File: src/rtl/sprite_plotter.sv
// Sprite plotter: walks the sprite word store to erase the sprite at its old origin, then draws it at the new one.
// Optional macro SPRITE_TRANSPARENCY_EN makes colour 3'b111 words transparent in both passes.
module sprite_plotter #(
    parameter int         SPRITE_WORDS = 220,
    parameter int         SCREEN_W     = 160,
    parameter int         SCREEN_H     = 120,
    parameter logic [2:0] BG_COLOUR    = 3'b000
) (
    input  logic        clock,
    input  logic        resetn,
    input  logic        start,
    input  logic [7:0]  x_coord,
    input  logic [6:0]  y_coord,
    output logic [9:0]  word_addr,
    input  logic [15:0] word_in,
    output logic [7:0]  x,
    output logic [6:0]  y,
    output logic [2:0]  colour,
    output logic        writeEn,
    output logic        busy,
    output logic        done
);

    typedef enum logic [2:0] {
        S_IDLE  = 3'd0,
        S_ERASE = 3'd1,
        S_DRAW  = 3'd2,
        S_FLUSH = 3'd3,
        S_DONE  = 3'd4
    } state_t;

    localparam logic [9:0] LAST_ADDR = 10'(SPRITE_WORDS - 1);
    localparam logic [8:0] X_LIMIT   = 9'(SCREEN_W);
    localparam logic [7:0] Y_LIMIT   = 8'(SCREEN_H);

    state_t      state_q;
    logic [9:0]  addr_q;
    logic [7:0]  nx_q;
    logic [6:0]  ny_q;
    logic [7:0]  ox_q;
    logic [6:0]  oy_q;
    logic        have_old_q;
    logic [7:0]  x_q;
    logic [6:0]  y_q;
    logic [2:0]  colour_q;
    logic        we_q;
    logic        busy_q;
    logic        done_q;

    logic [7:0]  base_x_d;
    logic [6:0]  base_y_d;
    logic [8:0]  sum_x_d;
    logic [7:0]  sum_y_d;
    logic [2:0]  pix_col_d;
    logic        pix_we_d;
    logic        reserved_unused;

    // Transparent words are skipped in both passes so the background under them is never touched.
    function automatic logic word_drawable(input logic [15:0] w);
`ifdef SPRITE_TRANSPARENCY_EN
        return w[0] && (w[5:3] != 3'b111);
`else
        return w[0];
`endif
    endfunction

    assign reserved_unused = ^word_in[2:1];

    // Pixel for the word currently addressed, placed at the origin of the active pass.
    always_comb begin
        base_x_d  = nx_q;
        base_y_d  = ny_q;
        pix_col_d = word_in[5:3];
        if (state_q == S_ERASE) begin
            base_x_d  = ox_q;
            base_y_d  = oy_q;
            pix_col_d = BG_COLOUR;
        end else begin
            base_x_d  = nx_q;
            base_y_d  = ny_q;
            pix_col_d = word_in[5:3];
        end
        // Widened sums keep off-screen pixels from wrapping back into view.
        sum_x_d  = {1'b0, base_x_d} + {4'b0000, word_in[15:11]};
        sum_y_d  = {1'b0, base_y_d} + {3'b000, word_in[10:6]};
        pix_we_d = word_drawable(word_in) && (sum_x_d < X_LIMIT) && (sum_y_d < Y_LIMIT);
    end

    // Redraw sequencer with registered pixel outputs.
    always_ff @(posedge clock) begin
        if (!resetn) begin
            state_q    <= S_IDLE;
            addr_q     <= 10'd0;
            nx_q       <= 8'd0;
            ny_q       <= 7'd0;
            ox_q       <= 8'd0;
            oy_q       <= 7'd0;
            have_old_q <= 1'b0;
            x_q        <= 8'd0;
            y_q        <= 7'd0;
            colour_q   <= 3'd0;
            we_q       <= 1'b0;
            busy_q     <= 1'b0;
            done_q     <= 1'b0;
        end else begin
            done_q <= 1'b0;
            case (state_q)
                S_IDLE: begin
                    we_q <= 1'b0;
                    if (start) begin
                        nx_q    <= x_coord;
                        ny_q    <= y_coord;
                        addr_q  <= 10'd0;
                        busy_q  <= 1'b1;
                        state_q <= have_old_q ? S_ERASE : S_DRAW;
                    end else begin
                        busy_q  <= 1'b0;
                    end
                end
                S_ERASE, S_DRAW: begin
                    x_q      <= sum_x_d[7:0];
                    y_q      <= sum_y_d[6:0];
                    colour_q <= pix_col_d;
                    we_q     <= pix_we_d;
                    if (addr_q == LAST_ADDR) begin
                        addr_q  <= 10'd0;
                        state_q <= (state_q == S_ERASE) ? S_DRAW : S_FLUSH;
                    end else begin
                        addr_q  <= addr_q + 10'd1;
                    end
                end
                S_FLUSH: begin
                    we_q    <= 1'b0;
                    done_q  <= 1'b1;
                    state_q <= S_DONE;
                end
                S_DONE: begin
                    we_q       <= 1'b0;
                    ox_q       <= nx_q;
                    oy_q       <= ny_q;
                    have_old_q <= 1'b1;
                    busy_q     <= 1'b0;
                    state_q    <= S_IDLE;
                end
                default: begin
                    we_q    <= 1'b0;
                    busy_q  <= 1'b0;
                    addr_q  <= 10'd0;
                    state_q <= S_IDLE;
                end
            endcase
        end
    end

    assign word_addr = addr_q;
    assign x         = x_q;
    assign y         = y_q;
    assign colour    = colour_q;
    assign writeEn   = we_q;
    assign busy      = busy_q;
    assign done      = done_q;

endmodule

File: config.mk
export PLATFORM = sky130hd
export DESIGN_NAME = sprite_plotter
export DESIGN_NICKNAME = d
export VERILOG_FILES = /design/src/rtl/sprite_plotter.sv
export SDC_FILE = /design/constraint.sdc
export NUM_CORES = 1
export LEC_CHECK = 0
export ABC_AREA = 1
export BUFFER_PORTS_ARGS = -buffer_cell sky130_fd_sc_hd__buf_2
export CORE_ASPECT_RATIO = 1.75
export CORE_MARGIN = 1
export CORE_UTILIZATION = 54
export DETAILED_ROUTE_END_ITERATION = 8
export PLACE_DENSITY = 0.9
export SLEW_MARGIN = 20
export SYNTH_ARGS = -nofsm -noshare
export SYNTH_HDL_FRONTEND = slang
export SYNTH_SLANG_ARGS = --single-unit
File: constraint.sdc
create_clock -name clock -period 3.35 [get_ports clock]
set_input_delay 0.335 -clock clock [delete_from_list [all_inputs] [get_ports clock]]
set_output_delay 0.335 -clock clock [all_outputs]
set_load 0.03 [all_outputs]
# --- Word level (Yosys, flattened, before mapping) ---
# Index checks and enable logic that the tools add are counted.
word_totals:
  register_bits: 65
  latch_bits: 0
  ramBits: 0
  mem_bits_ro: 0
  input_bits: 34
  output_inout_bits: 31
  memories: 0
classes:
  n_addsub: 3
  mul: 0
  div_mod_pow: 0
  order_cmp: 2
  eq_ne: 7
  shifts: 0
  muxes: 14
  bitwise_logic: 1
  reduce_logical: 10
op_table:
  columns: ["operator", "n"]
  rows:
  - ["10-bit one-hot mux with 3 select lines", 1]
  - ["10-bit 2-to-1 mux", 2]
  - ["10-bit by 1-bit adder with 10-bit output, second input constant", 1]
  - ["10-bit by 8-bit equality test with 1-bit output, second input constant", 1]
  - ["8-bit by 5-bit adder with 9-bit output", 1]
  - ["9-bit by 8-bit < comparator with 1-bit output, second input constant", 1]
  - ["3-bit 2-to-1 mux", 3]
  - ["3-bit one-hot mux with 3 select lines", 1]
  - ["7-bit by 5-bit adder with 8-bit output", 1]
  - ["8-bit by 7-bit < comparator with 1-bit output, second input constant", 1]
  - ["8-bit 2-to-1 mux", 1]
  - ["2-bit AND reduction", 4]
  - ["7-bit 2-to-1 mux", 1]
  - ["3-bit by 2-bit equality test with 1-bit output, second input constant", 2]
  - ["2-bit inequality test, second input constant", 2]
  - ["2-bit OR reduction", 2]
  - ["3-bit by 1-bit equality test with 1-bit output, second input constant", 1]
  - ["3-bit equality test, second input constant", 1]
  - ["3-bit zero test", 1]
  - ["1-bit 2-to-1 mux", 3]
  - ["3-bit OR reduction", 1]
  - ["1-bit logical AND", 2]
  - ["2-bit 2-to-1 mux", 1]
  - ["1-bit one-hot mux with 2 select lines", 1]
  - ["1-bit inverter", 1]

# --- Logic depth before layout (Yosys ltp) ---
# Gate-level depths: netlist of run 1.
logic_depth:
  word_depth: 6
  depth_mapped: 19

# --- Worst setup path after synthesis of run 1 ---
# No wires, ideal clock.
synth_path:
  path_kind: "reg2reg"
  start: "register state_q[2]"
  end: "register we_q, in the netlist writeEn"
  setup_ns: 0.110
  arrival_time_ns: 2.282
  required_time_ns: 3.240
  setup_slack_ns: 0.958
  stages_incl_launch_ff: 18
  path_buffers: 1
  period_less_slack_ns: 2.392
  cell_sequence: "dfxtp_1 -> inv_1 -> nand2_1 -> nor2_2 -> clkbuf_1 -> o21ai_0 -> ha_1 -> fa_1 -> nand3_1 -> nand3_1 -> nand2_1 -> nand2_1 -> nand2_1 -> nand2_1 -> nand2_1 -> nand3_1 -> nand2_1 -> nor2_1"
synth_between:
  elab_chain_cells: 6
  elab_cells_between_ends: 12
synth_rtl:
  columns: ["element", "line_no", "source"]
  rows:
  - ["start, declared", "36", "state_t state_q;"]
  - ["start signal, assigned", "115", "state_q <= have_old_q ? S_ERASE : S_DRAW;"]
  - ["start signal, assigned", "127", "state_q <= (state_q == S_ERASE) ? S_DRAW : S_FLUSH;"]
  - ["3-bit by 1-bit equality test with 1-bit output", "74, 107", null]
  - ["8-bit 2-to-1 mux", "74", "if (state_q == S_ERASE) begin"]
  - ["8-bit by 5-bit adder with 9-bit output", "84", "sum_x_d = {1'b0, base_x_d} + {4'b0000, word_in[15:11]};"]
  - ["9-bit by 8-bit < comparator with 1-bit output", "86", "pix_we_d = word_drawable(word_in) && (sum_x_d < X_LIMIT) && (sum_y_d < Y_LIMIT);"]
  - ["1-bit logical AND (2 in a row)", "86", null]
  - ["end signal, assigned", "124", "we_q <= pix_we_d;"]
  - ["end, declared", "46", "logic we_q;"]
# Several ways; a longest one is shown, not always the timed one.
# A chain may end at the register's enable or synchronous reset.

# --- Worst setup path in the final report of run 1 ---
layout_path:
  start: "register state_q[2]"
  end: "register x_q[6], in the netlist x[6]"
layout_between:
  elab_chain_cells: 3
  elab_cells_between_ends: 5
layout_rtl:
  columns: ["element", "line_no", "source"]
  rows:
  - ["3-bit by 1-bit equality test with 1-bit output", "74, 107", null]
  - ["8-bit 2-to-1 mux", "74", null]
  - ["8-bit by 5-bit adder with 9-bit output", "84", null]
  - ["end signal, assigned", "121", "x_q <= sum_x_d[7:0];"]
  - ["end, declared", "43", "logic [7:0] x_q;"]
# Several ways; a longest one is shown, not always the timed one.

==> qor.yml, run 1 <==
die_height_um: 103
vias: 3020
finalSetupViolCount: 0
seq_area_um2: 1300
avgSynthCellArea_um2: 7.20
drive_gt1_frac: 0.174
clockRootBuffer: "clkbuf_8"
fmax_mhz: 382
gr-usage-all-layers: 0.256
fin_ws_ns: 0.729
layout.nets: 543
r2r-end: "x[6]"
hold_depth: 3
cp.required_ns: 3.58
ctsHoldBuffers: 0
port_buffers: 62
syn_inst: 434
io_pins: 65
wirelength_mm: 7.31
critPathTopFamily: "simple AND/OR/NAND/NOR gates"
multi_input_area_um2: 1510
drt_first_iter_violations: 124
clkSlewWorstSetupHoldPaths_ns: 0.07
r2r-start: "state_q[2]"
critPathSlowestCell: "fa_1"
regToRegSetupSlack_ns: 0.73
startpoint_type: "flop"
yosys_warnings: 0
timing.critical_path.buf_inv: 5
fin_crit_sh: 0.782
drc: 0
numCtsBuffers: 9
viasPerCell: 5.24
firstDrtPassIters: 4
worstSetupPathType: "flop to flop"
rsz0062_at_grt: "no"
dieArea_um2: 6100
antenna_found_initial: 0
grt_pass1_wl_mm: 11.8
outcome: "completed"
num-fill-cells: 511
min_from: "word_in[4]"
drv_slew: 0
cpMostUsedCell: "nand2_1"
end_kind: "flop"
dp_slack_ns: 0.816
start_util: 0.559
worstRegToRegCells: 19
hold_end: "colour[1]"
p_per_area_nw_per_um2: 825
area_growth_pct: 19.6
slew_headroom: 0.665
crit_arrival_ns: 2.85
htreeDepth: 3
drt-wirelength-per-cell_um: 12.7
period_minus_slack_ns: 2.62
place_congestion: 0.851
synthesis.nets: 482
diodes: 0
post-cts-setup-buffer-count: 0
clock_latency_ns: 0.34
cts_buffer_depth: 2
std_cell_rows: 36
fin_skew_ns: 0.00896
crit_chain: "inv_1 > nand2_1 > nor2_2 > buf_4 > nand2_1 > o21ai_0 > ha_1 > inv_1 > fa_1 > inv_1 > nand3_1 > nand2_1 > nand2_1 > nand2_1 > nand2_1 > nand2_1 > nand3_1 > o211ai_1 > inv_1"
worst-path-max-fanout: 19
cts_sinks: 65
synth.ff_latch_count: 65
drtAntennaViolNets: 0
grt_max_degree: 50
tns_ns: 0
tightest_slew_ns: 0.501
gr-total-overflow: 0
grt_pass1_vias: 2827
cts-resized-gates: 0
fp.dieW_um: 59.5
syn-cell-area_um2: 3120
worst_hold_path_type: "primary input to flop"
core_um2: 5590
irDropWorstVdd_mv: 0.470
synth_cell_types: 29
seq_area_frac_synth: 0.417
cts_tree: "yes"
drv_cap: 0
max_stage_delay_ns: 0.39
hpwl_mm: 5.33
hold_viol_final: 0
leakage_nw: 1.82
==> sequential cells by signal (all words and copies together) (netlist names) <==
signal and cells:
word_addr 10, nx_q 8, ox_q 8, x 8
ny_q 7, oy_q 7, y 7, colour 3
state_q 3, busy 1, done 1, have_old_q 1
writeEn 1
==> cell usage after synthesis (all sizes together) <==
library cell / instances / area share
nand2: 84 / 0.10
dfxtp: 65 / 0.42
o21ai: 62 / 0.10
inv: 61 / 0.073
a21oi: 53 / 0.089
nor2: 28 / 0.034
nand3: 26 / 0.043
clkbuf: 12 / 0.014
ha: 12 / 0.048
buf: 5 / 0.0096
o21bai: 5 / 0.012
xnor2: 4 / 0.011
nand3b: 3 / 0.0072
o211ai: 3 / 0.0072
fa: 2 / 0.013
nor3: 2 / 0.0032
xor2: 2 / 0.0056
a211oi: 1 / 0.0024
a31oi: 1 / 0.0020
clkinv: 1 / 0.0012
nand4: 1 / 0.0020
o211a: 1 / 0.0032
==> layout make-up <==
| type | instances | share of cell area |
|---|---|---|
| multi-input combinational | 290 | 0.405 |
| sequential | 65 | 0.348 |
| timing repair buffer | 67 | 0.0931 |
| inverter | 62 | 0.0623 |
| clock buffer | 10 | 0.0342 |
| clock inverter | 6 | 0.0312 |
| tap | 76 | 0.0255 |
==> report_power, final <==
part,total [mW],switching (mW),internal [mW]
logic,1.26,0.870,0.390
registers,1.02,0.0779,0.938
clock network,0.805,0.307,0.498
total,3.08,1.25,1.83
==> layer usage <==
layer,vias to the layer above,share of wire,track usage
li1,1536,-,-
met1,1375,0.38,0.260
met2,86,0.56,0.481
met3,23,0.032,0.0502
met4,0,0.035,0.126
met5,-,0,0
==> worst max path at each step <==
| stage | startpoint | slack, ns | cells past startpoint | to |
|---|---|---|---|---|
| after floorplan | state_q[2] | 0.96 | 17 | writeEn |
| after global routing | state_q[2] | 0.45 | 20 | writeEn |
| final | state_q[2] | 0.73 | 19 | x[6] |
| after global placement | state_q[2] | 0.90 | 19 | x[6] |
| after detailed placement | state_q[2] | 0.82 | 20 | writeEn |
| after CTS | state_q[2] | 0.80 | 20 | writeEn |
==> cells by family (layout without fill, tap and decap cells) <==
logic type	after synthesis	after routing	share of synthesized area
flip-flops	65	65	0.417
buffers and inverters	79	145	0.0986
XOR/XNOR	6	6	0.0168
adder cells (fa/ha/maj)	14	14	0.0609
AO/OA/AOI/OAI	126	126	0.216
AND/OR/NAND/NOR	144	144	0.191
==> cell usage in the layout (no fill, tap or decap), types with 2 or more instances in the layout <==
cell type	netlist	layout
nand2_1	84	84
dfxtp_1	65	65
buf_2	3	62
inv_1	60	60
o21ai_0	57	57
a21oi_1	52	52
nor2_1	27	27
nand3_1	25	25
ha_1	12	12
clkbuf_8	0	9
o21bai_1	5	5
buf_4	2	5
o21ai_1	4	4
xnor2_1	4	4
nand3b_1	3	3
o211ai_1	3	3
clkinv_4	0	3
bufinv_16	0	3
nor3_1	2	2
xor2_1	2	2
fa_1	2	2
==> metrics by stage <==
stage	utilization	instances	power [mW]	hold slack (ns)	instance area [um2]
after global placement	0.625	560	2.23	0.435	3490
after floorplan	-	434	1.96	0.425	3120
after detailed placement	0.625	560	2.27	0.451	3490
after global routing	0.669	576	3.29	0.266	3730
after CTS	0.669	576	3.09	0.255	3730
final	0.669	576	3.08	0.270	3730
==> worst register-to-register path, delay by kind of cell, from the launching register on <==
kind | cells | cell delay (ns)
simple gates | 10 | 0.81
fa+ha+maj | 2 | 0.63
buf+inv | 5 | 0.53
flops | 1 | 0.32
compound gates | 2 | 0.21
No activity file was read; power rests on OpenSTA's default activity.
==> run 2: changes to the inputs <==
Settings changed: CORE_UTILIZATION 54 to 49, PLACE_DENSITY 0.9 to 0.87.
Clock period 3.35 ns to 2.25 ns, I/O delays scaled along.
==> run 2 against run 1 <==
Count of clock-buffer cells in the layout did not move. Highest routed layer unchanged. Critical path depth fell by 3. Fmax rose by 14%. The flow now finishes with violations (negative setup slack).
==> qor.yml, run 2 (synthesis results as in run 1) <==
outcome: "finished, violations left"
violations: "negative setup slack"
rsz0062_at_grt: "yes"
clock_latency_ns: 0.35  # about the same
placed_cell_area_um2: 3560  # +2.0%
die_height_um: 108  # +4.9%
layout.nets: 561  # +3.3%
drtAntennaViolNets: 0  # unchanged
diodes: 0  # unchanged
fin_cells: 598  # +3.8%
largest_register_ffs: 10  # unchanged
htreeDepth: 3  # unchanged
antenna_found_initial: 0  # unchanged
place_congestion: 0.854  # +0.35%
regToRegSetupSlack_ns: -0.06  # -0.79 ns
hold_depth: 3  # unchanged
final_cell_area_um2: 3880  # +4.0%
firstDrtPassIters: 5  # +1
drt-wirelength-per-cell_um: 13.4  # +5.3%
wirelength_mm: 7.99  # +9.3%
fmax_mhz: 433  # +14%
pwr-share-seq: 0.338  # +0.008
min_from: "word_in[4]"
layout_common_cells: "nand2_1, dfxtp_1, buf_2, inv_1, o21ai_0"
gr-total-overflow: 0  # unchanged
end_kind: "flop"
core_um2: 6180  # +11%
gr-usage-all-layers: 0.241  # -0.0154
worst-path-max-fanout: 11  # -8
worstRegToRegCells: 16  # -3
r2r-end: "writeEn"
p_sw_mw: 1.97  # +57%
period_minus_slack_ns: 2.31  # -0.312 ns
cp.required_ns: 2.50  # -1.08 ns
drive_gt1_frac: 0.247  # +0.0731
swShare: 0.436  # +0.0289
fin_crit_sh: 1.03  # +0.244
clockRootBuffer: "clkbuf_8"
grt_pass1_vias: 2977  # +5.3%
dieArea_um2: 6710  # +9.9%
irDropWorstVdd_mv: 0.816  # +74%
port_buffers: 62  # unchanged
start_util: 0.505  # -0.0539
io_pins: 65  # unchanged
worst_hold_path_type: "primary input to flop"
critPathSlowestCell: "dfxtp_2"
hpwl_mm: 5.60  # +5.1%
crit_chain: "inv_2 > nand2_4 > nor2_4 > buf_6 > nand2_1 > o21ai_1 > ha_1 > nand2_1 > nand2_1 > inv_1 > nand2_1 > xnor2_2 > nor2_1 > nand3_1 > nand2_1 > nor2_1"
finalSetupViolCount: 1  # +1
drt_first_iter_violations: 133  # +7.3%
fp.dieW_um: 62.4  # +4.8%
drv_slew: 0  # unchanged
area_growth_pct: 24.4
p_per_area_nw_per_um2: 1160  # +41%
dp_cells: 572  # +2.1%
intPower_mw: 2.55  # +39%
final_common_cell: "nand2_1"
cts_buffer_depth: 2  # unchanged
grt_pass1_wl_mm: 12.6  # +7.0%
hold_end: "colour[1]"
slew_headroom: 0.650  # -0.0158
leakage_nw: 1.89  # +3.9%
fin_ws_ns: -0.0590  # -0.788 ns
clkSlewWorstSetupHoldPaths_ns: 0.07  # about the same
p_clk_frac: 0.199  # -0.062
grt_max_degree: 34  # -32%
cts_sinks: 65  # unchanged
tightest_slew_ns: 0.525  # +0.0237 ns
drc: 0  # unchanged
vias: 3168  # +4.9%
worstSetupPathType: "flop to flop"
comb_power_share: 0.463  # +0.054
std_cell_rows: 38  # +5.6%
startpoint_type: "flop"
fin_skew_ns: 0.00697  # -0.00200 ns
cpMostUsedCell: "nand2_1"
cts_tree: "yes"
crit_arrival_ns: 2.56  # -0.29 ns
numCtsBuffers: 9  # unchanged
drv_cap: 0  # unchanged
p_total_mw: 4.52  # +47%
viasPerCell: 5.30  # +1.0%
hold_viol_final: 0  # unchanged
max_stage_delay_ns: 0.33  # -0.06 ns
r2r-start: "state_q[2]"
-- run 2: cell count changes in the layout (fill, tap and decap cells not counted), moves of 3 or more --
| cell | change |
|---|---|
| inv_1 | -3 |
| bufinv_16 | -3 |
| dfxtp_1 | -3 |
| nand2_1 | -5 |
| dfxtp_2 | +3 |
| o21ai_2 | +3 |
| o21ai_0 | -5 |
| buf_4 | +17 |
| nand2_2 | +4 |
| inv_2 | +3 |
-- run 2: timing repair --
item | in CTS | in global routing
setup buffers | 4 | 6
gates resized for setup | 10 | 18
pin swaps | 4 | 12
endpoints found under the setup margin | 6 | 9
hold buffers | 0 | 0
-- run 2: worst max path at each step --
stage / startpoint / endpoint / slack, ns / cells after the start
final: state_q[2] / writeEn / -0.06 / 16
after global routing: state_q[2] / writeEn / -0.27 / 17
after CTS: state_q[2] / writeEn / 0.02 / 19
after detailed placement: state_q[2] / writeEn / -0.09 / 17
after global placement: state_q[2] / writeEn / 0.02 / 16
after floorplan: state_q[2] / x[6] / 0.02 / 18
-- run 2: area by class of cell --
type                    instances  area [um2]
clock buffers                  10         138
clock inverters                 6        42.5
fillers                       521        2300
inverters                      62         233
multi-input cells             290        1580
flip-flops and latches         65        1310
well taps                      80         100
repair buffers                 85         487
-- run 2: power by group through the flow --
stage / Combinational [mW] / Sequential [mW] / Clock, mW
global route: 2.30 / 1.55 / 0.962
detailed placement: 1.90 / 1.54 / 0
CTS: 1.96 / 1.52 / 0.912
floorplan: 1.17 / 1.77 / 0
global placement: 1.84 / 1.53 / 0
finish: 2.09 / 1.52 / 0.900
-- run 2: per-stage QoR --
stage	setup TNS [ns]	util	hold slack, ns	setup WS (ns)
6_report	-0.0590	0.628	0.139	-0.0590
5_1_grt	-1.21	0.628	0.148	-0.265
4_1_cts	0	0.613	0.131	0.0154
3_5_place_dp	-0.268	0.576	0.445	-0.0914
3_3_place_gp	0	0.576	0.434	0.0174
2_1_floorplan	0	-	0.385	0.0161
-- run 2: routing by layer --
layer  routed length, um  up-vias  track usage
li1                    -     1570            -
met3                 359       35       0.0593
met1                2980     1447        0.237
met2                4270      116        0.446
met4                 383        0        0.150
met5                   0        -            0
-- run 2: critical path, delay by kind of cell, from the launching register on --
family / cells / cell delay (ns)
xor gates and xnor gates: 1 / 0.16
and+or+nand+nor: 10 / 0.93
AOI/OAI and AO/OA: 1 / 0.16
buffers and inverters: 3 / 0.33
adders and majority gates: 1 / 0.32
DFF: 1 / 0.33
